$ cat config.mk
export PLATFORM = sky130hd
export DESIGN_NAME = large_array_read
export DESIGN_NICKNAME = d
export VERILOG_FILES = /design/src/rtl/large_array_read.sv
export SDC_FILE = /design/constraint.sdc
export NUM_CORES = 1
export LEC_CHECK = 0
export ABC_AREA = 1
export CAP_MARGIN = 40
export CORE_ASPECT_RATIO = 0.7
export CORE_MARGIN = 3
export CORE_UTILIZATION = 58
export CTS_BUF_LIST = sky130_fd_sc_hd__clkbuf_8
export DETAILED_ROUTE_END_ITERATION = 8
export PLACE_DENSITY_LB_ADDON = 0.05
export SLEW_MARGIN = 15
export SYNTH_ARGS = -nofsm -noshare
export SYNTH_HDL_FRONTEND = slang
export SYNTH_SLANG_ARGS = --single-unit
$ cat constraint.sdc
create_clock -name clk -period 1.8 [get_ports clk]
set_clock_uncertainty 0.05 [all_clocks]
set_input_delay 0.36 -clock clk [delete_from_list [all_inputs] [get_ports clk]]
set_output_delay 0.36 -clock clk [all_outputs]
set_load 0.1 [all_outputs]
$ cat src/rtl/large_array_read.sv
// Read-side model of the LargeArray state: a write port to load the array and a READ path
// that returns array[addr] after READ_LATENCY cycles, plus a cycles-since-READ counter.
module large_array_read #(
  parameter int ADDR_W       = 4,
  parameter int DATA_W       = 8,
  parameter int READ_LATENCY = 1,   // legal range 1..4
  parameter int CNT_W        = 8
) (
  input  logic              clk,
  input  logic              rst,
  input  logic              start,
  input  logic [ADDR_W-1:0] addr,
  input  logic [DATA_W-1:0] data,
  input  logic              wen,
  input  logic              ren,
  output logic              decode_read,
  output logic              valid,
  output logic [DATA_W-1:0] odata,
  output logic              odata_valid,
  output logic [CNT_W-1:0]  start_cnt
);

  localparam int              DEPTH   = 1 << ADDR_W;
  localparam logic [CNT_W-1:0] CNT_MAX = '1;
  localparam logic [CNT_W-1:0] CNT_ONE = {{(CNT_W-1){1'b0}}, 1'b1};

  logic [DATA_W-1:0]       mem_q [DEPTH];
  logic                    issue;
  logic                    do_write;
  logic [READ_LATENCY-1:0] vld_q;
  logic [READ_LATENCY-1:0] vld_d;
  logic [DATA_W-1:0]       dat_q [READ_LATENCY];
  logic [DATA_W-1:0]       dat_d [READ_LATENCY];
  logic [CNT_W-1:0]        cnt_q;
  logic [CNT_W-1:0]        cnt_d;

  // Write wins over read: ren&wen together is a WRITE, never a READ.
  assign decode_read = ren & ~wen;
  assign valid       = 1'b1;
  assign issue       = start & decode_read;
  assign do_write    = start & wen;

  // Array is deliberately not reset; writes are blocked while reset is held.
  always_ff @(posedge clk) begin
    if (rst && do_write) begin
      mem_q[addr] <= data;
    end
  end

  always_comb begin
    vld_d[0] = issue;
    dat_d[0] = mem_q[addr];
    for (int i = 1; i < READ_LATENCY; i++) begin
      vld_d[i] = vld_q[i-1];
      dat_d[i] = dat_q[i-1];
    end
  end

  // The last stage doubles as the odata register: it only loads on a valid word so
  // odata holds between reads. odata_valid is high for exactly one cycle per READ,
  // with no back-pressure; the consumer must take the word in that cycle.
  always_ff @(posedge clk or negedge rst) begin
    if (!rst) begin
      vld_q <= '0;
      for (int i = 0; i < READ_LATENCY; i++) begin
        dat_q[i] <= '0;
      end
    end else begin
      vld_q <= vld_d;
      for (int i = 0; i < READ_LATENCY; i++) begin
        if ((i < READ_LATENCY - 1) || vld_d[i]) begin
          dat_q[i] <= dat_d[i];
        end
      end
    end
  end

  // Zero means "no READ seen yet" and holds; the counter saturates at CNT_MAX.
  always_comb begin
    cnt_d = cnt_q;
    if (start) begin
      if (issue) begin
        cnt_d = CNT_ONE;
      end else if ((cnt_q != '0) && (cnt_q != CNT_MAX)) begin
        cnt_d = cnt_q + CNT_ONE;
      end
    end
  end

  always_ff @(posedge clk or negedge rst) begin
    if (!rst) begin
      cnt_q <= '0;
    end else begin
      cnt_q <= cnt_d;
    end
  end

  assign odata       = dat_q[READ_LATENCY-1];
  assign odata_valid = vld_q[READ_LATENCY-1];
  assign start_cnt   = cnt_q;

endmodule

==> flow_summary_export.csv <==
group,metric,value,unit
synth,synth_area_leaders,"edfxtp_1, nand2_1, dfrtp_1, nand3_1, nor2_1",
worst_setup_path,cpMaxStageDelayCell,"clkdlybuf4s50_1",
synth,syn_inst,610,
worst_setup_path,regToRegSetupSlack,0.20,ns
worst_setup_path,start_kind,"input pin",
timing,setup_viol,0,
clocking,post_cts_buffers,0,
floorplan,die_area,12100,um^2
job,max_cap_viol_count,0,
floorplan,rows,31,
timing,finalMaxSlewViolations,0,
clocking,cts_buffers,17,
drt,drtIter0Drc,606,
grt,grt_overflow,0,
drt,drt-wirelength-per-cell,18.1,um
clocking,clkSlewWorstSetupHoldPaths,0.08,ns
synth,synth_edf_count,128,
floorplan,die_h,92.8,um
drt,drc,0,
place,dp_hpwl,10.4,mm
clocking,clockBufferDepth,2,
clocking,clock_latency,0.43,ns
worst_setup_path,crit_type,"in -> out",
clocking,root_buffer,"clkbuf_8",
synth,syn-num-nets,629,
cells_and_area,final_nets,713,
timing,max_freq,582,MHz
synth,synth_flop_cell,"edfxtp_1",
grt,grt_pass1_vias,4467,
timing,totalNegativeSetupSlack,0,ns
timing,setup_ws,0.0824,ns
timing,post-route-min-period,1.72,ns
drt,drt-total-wl,15.2,mm
synth,yosysMostFrequentCell,"nand2_1",
cells_and_area,syn_to_final_growth,23.7,%
worst_setup_path,crit_chain,"clkdlybuf4s50_1 > inv_1 > buf_4 > nor2_2 > buf_12",
outcome,outcome,"completed",
timing,rsz0062_at_grt,"false",
synth,yosysSeqAreaShare,68.3,%
drt,antenna_left,0,
synth,async_flop_share,11.7,%
cells_and_area,final.fill_count,711,
synth,synth_top_area_cell,"edfxtp_1",
worst_setup_path,required,1.39,ns
synth,ys_seq_elements,145,
grt,grtUsageTotal,26.9,%
cells_and_area,final_util,74.0,%
place,pre_cts_ws,-0.359,ns
clocking,cts_tree,"built",
synth,yosysWarnings,0,
worst_setup_path,worstPathMaxFanout,2,
synth,netlist_area,6250,um^2
grt,grt_pass1_wl,23.9,mm
hold_path,min_path_type,"in -> async",
place,port_buffers,34,
synth,synth.top_cells.by_count,"nand2_1, edfxtp_1, nand3_1",
floorplan,initial_core_util,59.9,%
synth,syn_area_per_cell,10.2,um^2
floorplan,core_area,10400,um^2
drt,firstDrtPassIters,7,
timing,hold_violations,0,
power_and_ir_drop,vdd_drop_max,724,uV
cells_and_area,diodes,0,
drt,route.vias.total,4588,
grt,grt_max_degree,33,
worst_setup_path,cpPeakStageDelay,0.45,ns
worst_setup_path,reg2reg_depth,8,
worst_setup_path,setup.worst_path.end_class,"output pin",
clocking,clock_sinks,145,
power_and_ir_drop,p_leak,3.23,nW
worst_setup_path,cp.arrival,1.31,ns
place,gp_congestion,0.909,
drt,avgViaCountPerCell,5.47,
synth,synthDistinctLibCells,28,
floorplan,die_w,130,um
power_and_ir_drop,powerDensity,1140,nW/um^2
grt,antenna_found_initial,0,
timing,fin_crit_sh,95.4,%
synth,synth_top_area_share,61.5,%
cells_and_area,drive_gt1_share,18.7,%
floorplan,io-pin-count,36,
clocking,h-tree-depth,4,
[kinds of logic (layout without fill, tap and decap cells)]
logic type      count (synthesis)  after routing  share of synthesized area [%]
flops                         145            145                           68.3
xor+xnor                        2              2                          0.280
simple gates                  402            402                           26.3
buf+inv                        52            149                           3.87
other cells                     1              1                         0.0600
fa+ha+maj                       2              2                          0.401
compound gates                  6              6                          0.701
[power by group]
| part | internal, mW | total (mW) | switching, mW |
|---|---|---|---|
| clock | 1.50 | 2.73 | 1.22 |
| sequential | 3.80 | 4.00 | 0.195 |
| combinational | 0.738 | 2.12 | 1.38 |
[final timing paths]
check	startpoint	endpoint
worst min register to register	start_cnt[0]$_DFFE_PN0P_	start_cnt[0]$_DFFE_PN0P_
max in group asynchronous	rst	start_cnt[1]$_DFFE_PN0P_
worst max-delay path	ren	decode_read
worst min-delay path	rst	start_cnt[2]$_DFFE_PN0P_
min in group clk	start_cnt[0]$_DFFE_PN0P_	start_cnt[0]$_DFFE_PN0P_
worst max register to register	start_cnt[0]$_DFFE_PN0P_	start_cnt[5]$_DFFE_PN0P_
[cell usage in the layout, fill, tap and decap left out, types with 2 or more instances in the layout]
cell / Yosys / layout
nand3_2: 1 / 2
bufinv_16: 0 / 4
dfrtp_2: 0 / 4
ha_1: 2 / 2
clkinv_4: 0 / 5
clkdlybuf4s50_1: 0 / 15
edfxtp_1: 128 / 128
clkbuf_8: 0 / 17
clkinv_2: 0 / 3
buf_12: 0 / 23
or2_2: 8 / 8
buf_4: 5 / 53
inv_1: 23 / 24
dfrtp_1: 17 / 11
nor2_1: 47 / 46
nand2_2: 2 / 2
nand3_1: 51 / 50
nand4_1: 11 / 11
nor2_2: 1 / 2
o21ai_2: 3 / 3
dfrtp_4: 0 / 2
clkinv_1: 1 / 2
nand2_1: 278 / 278
[cell type report]
type	count	area, um^2	share of cell area [%]
inverters	25	93.8	1.21
well taps	132	165	2.14
clock buffers	17	234	3.03
clock inverters	15	194	2.51
multi-input cells	413	1740	22.6
repair buffers	92	1010	13.1
flip-flops and latches	145	4280	55.4
[worst max-delay path, delay by kind of cell]
| kind | cells | cell delay (ns) |
|---|---|---|
| buffers and inverters | 4 | 0.82 |
| and+or+nand+nor | 1 | 0.12 |
[metrics by stage]
| stage | cells | total power [mW] | cell area, um^2 | hold WS [ns] |
|---|---|---|---|---|
| 4_1_cts | 839 | 8.87 | 7720 | 0.310 |
| 6_report | 839 | 8.84 | 7720 | 0.338 |
| 5_1_grt | 839 | 9.16 | 7720 | 0.325 |
| 3_3_place_gp | 807 | 6.16 | 7290 | 0.533 |
| 2_1_floorplan | 610 | 5.33 | 6260 | 0.0144 |
| 3_5_place_dp | 807 | 6.19 | 7290 | 0.544 |
[repair_timing]
action                     in CTS  in global routing
gates resized for setup         0                  1
hold buffers                    0                  0
setup endpoints to repair       0                 24
[routing by layer]
layer  vias to the layer above  GRT usage, %  share of wire, %
met2                       227          38.7                45
met5                         -             0                 0
met4                         0          6.83              0.87
met3                        10          8.01               9.7
met1                      2171          40.3                45
li1                       2180             -                 -
[state kept, by name, summed over array words and instances, names as in the netlist]
signal,count
mem_q,128
odata,8
odata_valid,1
start_cnt,8
Note: power is estimated with default switching activity, not from simulation.
